File: src/rtl/serial_word_collector.sv
// Reassembles an MSB-first serial bit stream into WIDTH-bit words and queues them in a DEPTH-entry FIFO.
// Word visible one cycle after its last bit; bitReady drops only when the FIFO is full and one bit from completion.
module serial_word_collector #(
  parameter int WIDTH = 4,
  parameter int DEPTH = 2
) (
  input  logic                      c,
  input  logic                      r,
  input  logic                      bitIn,
  input  logic                      bitValid,
  input  logic                      flush,
  output logic                      bitReady,
  output logic [WIDTH-1:0]          wordOut,
  output logic                      wordValid,
  input  logic                      wordReady,
  output logic [$clog2(WIDTH)-1:0]  partialCount,
  output logic                      overflow
);

  localparam int CW = $clog2(WIDTH);
  localparam int PW = (DEPTH > 1) ? $clog2(DEPTH) : 1;
  localparam int OW = $clog2(DEPTH + 1);
  localparam logic [CW-1:0] LAST     = CW'(WIDTH - 1);
  localparam logic [PW-1:0] PTR_MAX  = PW'(DEPTH - 1);
  localparam logic [OW-1:0] OCC_FULL = OW'(DEPTH);

  logic [WIDTH-2:0] asm_q, asm_d;
  logic [CW-1:0]    cnt_q, cnt_d;
  logic [PW-1:0]    rd_ptr_q, rd_ptr_d;
  logic [PW-1:0]    wr_ptr_q, wr_ptr_d;
  logic [OW-1:0]    occ_q, occ_d;
  logic             ovf_q, ovf_d;
  logic [WIDTH-1:0] mem_q [DEPTH];

  logic             full, empty, last, accept, complete, pop, push;
  logic [WIDTH-1:0] new_word;

  function automatic logic [PW-1:0] nxt_ptr(input logic [PW-1:0] p);
    return (p == PTR_MAX) ? '0 : p + PW'(1);
  endfunction

  always_comb begin
    full     = (occ_q == OCC_FULL);
    empty    = (occ_q == '0);
    last     = (cnt_q == LAST);
    accept   = bitValid & ~flush;
    complete = accept & last;
    pop      = wordReady & ~empty;
    // A simultaneous pop frees the slot, so a full FIFO can still take the word.
    push     = complete & (~full | pop);
    new_word = {asm_q, bitIn};

    asm_d    = asm_q;
    cnt_d    = cnt_q;
    rd_ptr_d = rd_ptr_q;
    wr_ptr_d = wr_ptr_q;
    occ_d    = occ_q;
    ovf_d    = ovf_q;

    if (flush) begin
      asm_d = '0;
      cnt_d = '0;
    end else if (accept) begin
      if (last) begin
        asm_d = '0;
        cnt_d = '0;
      end else begin
        asm_d = new_word[WIDTH-2:0];
        cnt_d = cnt_q + CW'(1);
      end
    end

    if (pop)  rd_ptr_d = nxt_ptr(rd_ptr_q);
    if (push) wr_ptr_d = nxt_ptr(wr_ptr_q);
    if (push && !pop)      occ_d = occ_q + OW'(1);
    else if (pop && !push) occ_d = occ_q - OW'(1);

    if (complete && !push) ovf_d = 1'b1;
  end

  always_ff @(posedge c) begin
    if (r) begin
      asm_q    <= '0;
      cnt_q    <= '0;
      rd_ptr_q <= '0;
      wr_ptr_q <= '0;
      occ_q    <= '0;
      ovf_q    <= 1'b0;
      for (int i = 0; i < DEPTH; i++) mem_q[i] <= '0;
    end else begin
      asm_q    <= asm_d;
      cnt_q    <= cnt_d;
      rd_ptr_q <= rd_ptr_d;
      wr_ptr_q <= wr_ptr_d;
      occ_q    <= occ_d;
      ovf_q    <= ovf_d;
      if (push) mem_q[wr_ptr_q] <= new_word;
    end
  end

  assign wordValid    = ~empty;
  assign wordOut      = empty ? '0 : mem_q[rd_ptr_q];
  assign partialCount = cnt_q;
  assign overflow     = ovf_q;
  assign bitReady     = ~(full & last);

endmodule
File: config.mk
export PLATFORM = sky130hd
export DESIGN_NAME = serial_word_collector
export DESIGN_NICKNAME = d
export VERILOG_FILES = /design/src/rtl/serial_word_collector.sv
export SDC_FILE = /design/constraint.sdc
export NUM_CORES = 1
export LEC_CHECK = 0
export BUFFER_PORTS_ARGS = -buffer_cell sky130_fd_sc_hd__buf_4
export CAP_MARGIN = 0
export CORE_ASPECT_RATIO = 0.75
export CORE_MARGIN = 2
export CORE_UTILIZATION = 50
export CTS_CLUSTER_SIZE = 28
export DETAILED_ROUTE_END_ITERATION = 6
export GPL_ROUTABILITY_DRIVEN = 0
export GPL_TIMING_DRIVEN = 1
export PLACE_DENSITY = 0.69
export SYNTH_ARGS = -nofsm -noshare
export SYNTH_HDL_FRONTEND = slang
export SYNTH_SLANG_ARGS = --single-unit
File: constraint.sdc
create_clock -name c -period 3 [get_ports c]
set_input_delay 0.3 -clock c [delete_from_list [all_inputs] [get_ports c]]
set_output_delay 0.3 -clock c [all_outputs]
set_load 0.01 [all_outputs]
==> results.toml, run 1 <==
[sta]
grt_setup_unrepaired = "false"
final.min_clock_period_ns = 2.05
max_transition_margin = 0.768
fmax_mhz = 487
hold_violations = 0
timing.final.crit_share = 0.685
setup_violations = 0
final_count_of_pins_violating_max_slew = 0
final_layout_setup_total_negative_slack_ns = 0
worst_margin_pin_slew_ns = 0.347
fin_skew_ns = 0.00630

[critical_path]
worst_ep_arrival_time_ns = 2.29
crit_path_top_delay_cell = "dfxtp_1"
worst_setup_path_start_kind = "register"
critical_path.endpoint_type = "register"
worst_ep_required_time_ns = 3.23
timing.critical_path.cells = "ha_1 > nand3b_1 > nor2_2 > ha_1 > or3_1 > a21oi_1"
critical_path.max_stage_delay_ns = 0.39
crit_fanout = 11
worstSetupPathType = "register to register"
timing.critical_path.mode_cell = "ha_1"

[power_and_ir_drop]
power_leakage_nw = 0.435
ir_worst_vdd_v = 0.000288
power_per_cell_area_mw_per_mm2 = 452

[layout]
mostFrequentLayoutCell = "buf_4"
most_frequent_cells_in_the_layout = "14 x buf_4, 13 x nor2_1, 11 x dfxtp_1"
filler_cell_count = 134
synthToLayoutAreaGrowth_pct = 15.6
layoutNonFillerInstCount = 118
diodes = 0
post_route_cells_drive_above_1_share = 0.227
design.final.nets = 106

[synthesis]
ys_seq_elements = 19
postSynthCellCount = 83
mappedNetlistNets = 91
largest_cells_by_area_after_synthesis = "edfxtp_1 28%, dfxtp_1 25%, mux2i_1 5.8%"
ys_seq_area_frac = 0.533
synth.top_cell.area_share = 0.278
synth_area_leader_cell = "edfxtp_1"
synth_cell_types = 24
ys_warn_count = 0
cell_area_after_synthesis_sq_um = 865
synth_area_per_cell_sq_um = 10.4

[place]
number_of_port_buffers = 14
place.detailed.hpwl_um = 1090
place.detailed.instances = 114

[floorplan]
floorplan.initialDensity = 0.559
floorplan.die.height_um = 40.0
num_io_pins = 15
die-area_sq_mm = 0.00208
core-area_sq_mm = 0.00155
num_rows = 12
dieWidth_um = 52.0

[clock_network]
clock_sink_count = 19
cts_post_setup_buffers_inserted = 0
clkLatencyLatePin_ns = 0.30
postCtsResizedCells = 0
numCtsBuffers = 3
cts.reportedPaths.clkPinSlew_ns = 0.11
cts_hold_buf = 0
cts-root-to-sink-buffers = 2
cts_tree = "yes"
clock-root-buffer = "clkbuf_4"
ctsHtreeMaxLevel = 1

[route]
postRouteAntennaNets = 0
route.detailed.wl_per_inst_um = 12.1
detail_route.iter0.violations = 6
dr_total_vias = 612
post-route-drc-count = 0
post_drt_via_cell_ratio = 5.19
detail_route.first_pass.iterations = 4
route.final.wire_length_um = 1420

[worst_hold_path]
worst_hold_path_type = "primary input to register"

[outcome]
status = "completed"

[global_route]
grt_pass1_vias = 542
grt_util_all_layers = 0.176
number_of_antenna_violations_at_the_first_check_in_global_routing = 0
grt_pass1_wl_um = 2440
grt_start_max_net_pins = 12
grt.overflow.total = 0

[flow_run]
timing.max_cap.violations = 0
## final cells by class
cell class / instances / area [sq um] / area share
clock buffer: 3 / 22.5 / 0.0225
multi-input combinational: 56 / 365 / 0.365
inverter: 4 / 15.0 / 0.0150
timing repair buffer: 14 / 105 / 0.105
clock inverter: 1 / 5.00 / 0.00501
tap: 21 / 26.3 / 0.0263
sequential: 19 / 460 / 0.461
## flip-flops by register name, summed over array words and instances, names as in the netlist, named ones only
| signal | cells |
|---|---|
| mem_q | 8 |
| occ_q | 2 |
| asm_q | 3 |
| rd_ptr_q | 1 |
| wr_ptr_q | 1 |
| partialCount | 2 |
| overflow | 1 |
## final timing paths
path	startpoint	to	slack [ns]	cells after the start
worst max-delay path	partialCount[0]	occ_q[1]	0.95	6
worst min-delay path	r	register	0.24	2
worst max register to register	partialCount[0]	occ_q[1]	0.95	6
worst min register to register	asm_q[2]	asm_q[2]	0.48	2
## report_power, final
group / switching, mW / leakage, nW / internal (mW)
sequential: 0.00613 / 0.172 / 0.276
combinational: 0.0218 / 0.246 / 0.0198
clock: 0.0779 / 0.0177 / 0.0498
## cell usage after synthesis (all sizes together)
cell type  count
a21o           2
a21oi          5
a41oi          1
and3           7
buf            2
clkbuf         2
dfxtp         11
edfxtp         8
ha             2
inv            4
mux2           1
mux2i          5
nand2          4
nand3b         5
nor2          14
nor3b          2
nor4           1
o21ai          2
or2            1
or3            1
xor2           3
## per-layer routing
layer  wire length, um  share of wire  global-route usage
met5                 0              0                   0
met1               680           0.48               0.204
met4                19          0.013              0.0789
met3                90          0.063              0.0784
met2               632           0.44               0.288
## logic make-up (layout without fill, tap and decap cells)
kind of cell               after synthesis  count (layout)  share of synthesized area
and+or+nand+nor                         35              35                      0.220
DFF                                     19              19                      0.533
AOI/OAI and AO/OA                       10              10                     0.0680
buffers and inverters                    8              22                     0.0449
muxes                                    6               6                     0.0753
xor gates and xnor gates                 3               3                     0.0304
adders and majority gates                2               2                     0.0289
## worst max-delay path, delay by kind of cell, from the launching register on
family	cells	cell delay, ns
DFF	1	0.39
and+or+nand+nor	3	0.83
adders and majority gates	2	0.61
AOI/OAI and AO/OA	1	0.17
## per-stage QoR
| step | hold slack (ns) | cell area (sq um) | setup slack, ns | total power, mW | utilization |
|---|---|---|---|---|---|
| after floorplan | 0.439 | 865 | 1.17 | 0.313 | - |
| after global placement | 0.457 | 972 | 1.08 | 0.329 | 0.629 |
| after detailed placement | 0.465 | 972 | 0.978 | 0.330 | 0.629 |
| after CTS | 0.232 | 1000 | 0.938 | 0.455 | 0.646 |
| after global routing | 0.250 | 1000 | 0.715 | 0.475 | 0.646 |
| final | 0.239 | 1000 | 0.946 | 0.452 | 0.646 |
(Power assumes the default switching activity.)
==> run 2, diff against run 1 <==
Settings changed: CORE_UTILIZATION 50 to 47, PLACE_DENSITY 0.69 to 0.68.
Clock period 3 ns to 1.8 ns, I/O delays scaled along.
==> results.toml, run 2 (synthesis gave the netlist of run 1 again) <==
[critical_path]
crit_path_top_delay_cell = "dfxtp_1"
worstSetupPathType = "register to register"
worst_ep_required_time_ns = 2.03
timing.critical_path.cells = "ha_2 > nand3b_1 > nor2_2 > ha_1 > or3_1 > a21oi_1"
worst_ep_arrival_time_ns = 1.87
crit_fanout = 3
critical_path.endpoint_type = "register"
critical_path.max_stage_delay_ns = 0.38
timing.critical_path.max_delay_family = "simple AND/OR/NAND/NOR gates"
path_buf_inv = 0
worst_setup_path_start_kind = "register"

[layout]
diodes = 0
biggestRegsByFlops = "mem_q (8), asm_q (3)"
largest-register = "mem_q"
most_frequent_cells_in_the_layout = "16 x buf_4, 13 x nor2_1, 10 x dfxtp_1"
synthToLayoutAreaGrowth_pct = 18.5
multi_input_area_sq_um = 374
post_route_cells_drive_above_1_share = 0.253
filler_cell_count = 158
register_area_sq_um = 462
largest_register_ffs = 8
design.final.nets = 108
mostFrequentLayoutCell = "buf_4"

[route]
post-route-drc-count = 0
postRouteAntennaNets = 0
route.detailed.wl_per_inst_um = 11.0
post_drt_via_cell_ratio = 5.11
detail_route.first_pass.iterations = 2
dr_total_vias = 618
detail_route.iter0.violations = 2
route.final.wire_length_um = 1330

[sta]
grt_setup_unrepaired = "false"
final_layout_setup_total_negative_slack_ns = 0
timing.final.crit_share = 0.912
fmax_mhz = 609
final.min_clock_period_ns = 1.64
setup_violations = 0
hold_violations = 0
worst_margin_pin_slew_ns = 0.379
max_transition_margin = 0.746
fin_skew_ns = 0.00124
final_count_of_pins_violating_max_slew = 0

[clock_network]
cts.reportedPaths.clkPinSlew_ns = 0.10
clock-root-buffer = "clkbuf_4"
cts_tree = "yes"
clkLatencyLatePin_ns = 0.29
cts_post_setup_buffers_inserted = 0
ctsHtreeMaxLevel = 1
cts-root-to-sink-buffers = 2
clock_sink_count = 19
numCtsBuffers = 3

[power_and_ir_drop]
power_leakage_nw = 0.440
p_total_mw = 0.747
ir_worst_vdd_v = 0.000440
power_per_cell_area_mw_per_mm2 = 729

[global_route]
grt.overflow.total = 0
number_of_antenna_violations_at_the_first_check_in_global_routing = 0
grt_pass1_wl_um = 2420
grt_pass1_vias = 559
grt_util_all_layers = 0.159
grt_start_max_net_pins = 12

[flow_run]
timing.max_cap.violations = 0

[floorplan]
floorplan.die.height_um = 41.1
num_io_pins = 15
dieWidth_um = 53.5
num_rows = 13
die-area_sq_mm = 0.00220
floorplan.initialDensity = 0.497
core-area_sq_mm = 0.00174

[place]
place.detailed.hpwl_um = 1070
number_of_port_buffers = 14

[outcome]
status = "completed"

[worst_hold_path]
worst_hold_path_type = "primary input to register"
-- run 2: changes by cell type in the layout (fill, tap and decap cells not counted), sizes merged --
cell    previous run  this run
buf               14        16
clkbuf             3         4
clkinv             1         0
-- run 2: area by class of cell --
cell class                      count  share of cell area
Timing Repair Buffer               16               0.117
Multi-Input combinational cell     56               0.365
Clock buffer                        4              0.0256
Inverter                            4              0.0147
Tap cell                           22              0.0269
Sequential cell                    19               0.451
-- run 2: path summary, 6_finish.rpt --
| check | from | endpoint | slack [ns] | depth (start not counted) |
|---|---|---|---|---|
| min | r | occ_q[1] | 0.12 | 2 |
| max | partialCount[1] | occ_q[1] | 0.16 | 6 |
| max reg2reg | partialCount[1] | occ_q[1] | 0.16 | 6 |
| min reg2reg | asm_q[2] | asm_q[2] | 0.47 | 2 |
-- run 2: what timing repair did --
item | 4_1_cts | 5_1_grt
endpoints found under the setup margin | 0 | 1
hold buffers | 0 | 0
resized for setup | 0 | 2
-- run 2: per-stage QoR --
step / utilization / cell area [sq um] / std cells / hold WS, ns / worst slack (ns)
floorplan: - / 868 / 83 / 0.343 / 0.0147
global placement: 0.570 / 992 / 117 / 0.432 / 0.234
detailed placement: 0.570 / 992 / 117 / 0.435 / 0.145
CTS: 0.585 / 1020 / 121 / 0.118 / 0.121
global route: 0.589 / 1020 / 121 / 0.108 / 0.0366
finish: 0.589 / 1020 / 121 / 0.122 / 0.158
-- run 2: routing by layer --
| metal | GRT usage | part of all wire | vias up |
|---|---|---|---|
| met5 | 0 | 0 | - |
| met4 | 0.0577 | 0.014 | 0 |
| met3 | 0.0365 | 0.045 | 2 |
| met2 | 0.275 | 0.46 | 14 |
| met1 | 0.198 | 0.48 | 281 |
| li1 | - | - | 321 |
-- run 2: power by group --
| part | switching [mW] | internal, mW |
|---|---|---|
| registers | 0.0107 | 0.461 |
| clock network | 0.119 | 0.0861 |
| logic | 0.0362 | 0.0340 |
| total | 0.166 | 0.581 |
-- run 2: worst register-to-register path: cells and delay by family, from the launching register on --
kind,cells,cell delay [ns]
AOI/OAI and AO/OA,1,0.13
adders and majority gates,2,0.46
DFF,1,0.38
and+or+nand+nor,3,0.61
==> run 3, diff against run 2 <==
Settings changed: CORE_ASPECT_RATIO 0.75 to 1.1.
==> results.toml, run 3 (synthesis gave the netlist of run 1 again) <==
[outcome]
status = "completed"

[clock_network]
cts-root-to-sink-buffers = 2
cts_post_setup_buffers_inserted = 0
clock-root-buffer = "clkbuf_4"
clock_sink_count = 19
clkLatencyLatePin_ns = 0.30
cts_hold_buf = 0
cts.reportedPaths.clkPinSlew_ns = 0.11
numCtsBuffers = 3
cts_tree = "yes"
postCtsResizedCells = 0
ctsHtreeMaxLevel = 1

[layout]
diodes = 0
post_route_cells_drive_above_1_share = 0.263
largest_register_ffs = 8
multi_input_area_sq_um = 368
register_area_sq_um = 462
biggestRegsByFlops = "mem_q (8), asm_q (3)"
mostFrequentLayoutCell = "buf_4"
largest-register = "mem_q"
filler_cell_count = 164
most_frequent_cells_in_the_layout = "16 x buf_4, 13 x nor2_1, 10 x dfxtp_1"
synthToLayoutAreaGrowth_pct = 17.4
final_design_area_no_fill_sq_mm = 0.00101
design.final.nets = 108
utilization = 0.576

[floorplan]
floorplan.initialDensity = 0.491
die-area_sq_mm = 0.00220
num_io_pins = 15
core-area_sq_mm = 0.00176
num_rows = 16
dieWidth_um = 44.9
floorplan.die.height_um = 49.0

[route]
detail_route.iter0.violations = 9
post-route-drc-count = 0
postRouteAntennaNets = 0
dr_total_vias = 623
detail_route.first_pass.iterations = 4
post_drt_via_cell_ratio = 5.32
route.detailed.wl_per_inst_um = 11.9
route.final.wire_length_um = 1390

[power_and_ir_drop]
p_total_mw = 0.753
power_per_cell_area_mw_per_mm2 = 742
power_leakage_nw = 0.444
ir_worst_vdd_v = 0.000422

[flow_run]
timing.max_cap.violations = 0

[critical_path]
worst_setup_path_start_kind = "register"
timing.critical_path.cells = "o21ai_0 > ha_1 > or3_1 > a21oi_1"
crit_fanout = 6
timing.critical_path.max_delay_family = "compound AO/OA/AOI/OAI gates"
worstSetupPathType = "register to register"
worst_ep_required_time_ns = 2.04
critical_path.endpoint_type = "register"
worst_ep_arrival_time_ns = 1.90
path_buf_inv = 0
critical_path.max_stage_delay_ns = 0.39
crit_path_top_delay_cell = "dfxtp_1"

[global_route]
grt_util_all_layers = 0.139
grt_start_max_net_pins = 12
number_of_antenna_violations_at_the_first_check_in_global_routing = 0
grt_pass1_wl_um = 2260
grt_pass1_vias = 561
grt.overflow.total = 0

[sta]
final_layout_setup_total_negative_slack_ns = 0
final.min_clock_period_ns = 1.66
hold_violations = 0
grt_setup_unrepaired = "false"
max_transition_margin = 0.743
timing.final.crit_share = 0.921
worst_margin_pin_slew_ns = 0.381
fin_skew_ns = 0.00771
fmax_mhz = 603
final_count_of_pins_violating_max_slew = 0
setup_violations = 0

[place]
place.detailed.hpwl_um = 1080
dpl-instance-area_sq_um = 987
number_of_port_buffers = 14

[worst_hold_path]
worst_hold_path_type = "primary input to register"
[run 3: cell types whose count changed in the layout (fill, tap and decap cells not counted), sizes merged]
cell,before,now
clkinv,0,1
clkbuf,4,3
[run 3: layer usage]
metal / vias to the layer above / global-route usage / routed length [um]
met3: 4 / 0.0333 / 69
met1: 286 / 0.151 / 608
met5: - / 0 / 0
met2: 14 / 0.249 / 692
met4: 0 / 0.0588 / 19
li1: 319 / - / -
[run 3: report_power, final]
group | internal (mW) | switching, mW
combinational | 0.0331 | 0.0358
sequential | 0.461 | 0.00992
clock | 0.0827 | 0.130
[run 3: worst reg2reg max path, stage by stage (launching register included)]
cell	delay (ns)
dfxtp_1	0.39
o21ai_0	0.36
ha_1	0.33
or3_1	0.38
a21oi_1	0.14
[run 3: area by class of cell]
cell class | instances | share of cell area
clock inverters | 1 | 0.00493
multi-input cells | 56 | 0.363
flip-flops and latches | 19 | 0.455
inverters | 4 | 0.0148
clock buffers | 3 | 0.0222
well taps | 18 | 0.0222
repair buffers | 16 | 0.118
[run 3: metrics by stage]
step	worst slack (ns)	hold slack [ns]	std cells
final	0.143	0.111	117
after floorplan	0.0147	0.343	83
after detailed placement	0.152	0.433	113
after CTS	0.129	0.107	117
after global placement	0.230	0.428	113
after global routing	0.0297	0.108	117
[run 3: final timing paths]
| kind | start | to | slack, ns | cells past startpoint |
|---|---|---|---|---|
| worst min register to register | asm_q[2] | asm_q[2] | 0.49 | 2 |
| worst max register to register | occ_q[0] | occ_q[1] | 0.14 | 4 |
| worst max-delay path | occ_q[0] | occ_q[1] | 0.14 | 4 |
| worst min-delay path | r | occ_q[1] | 0.11 | 2 |
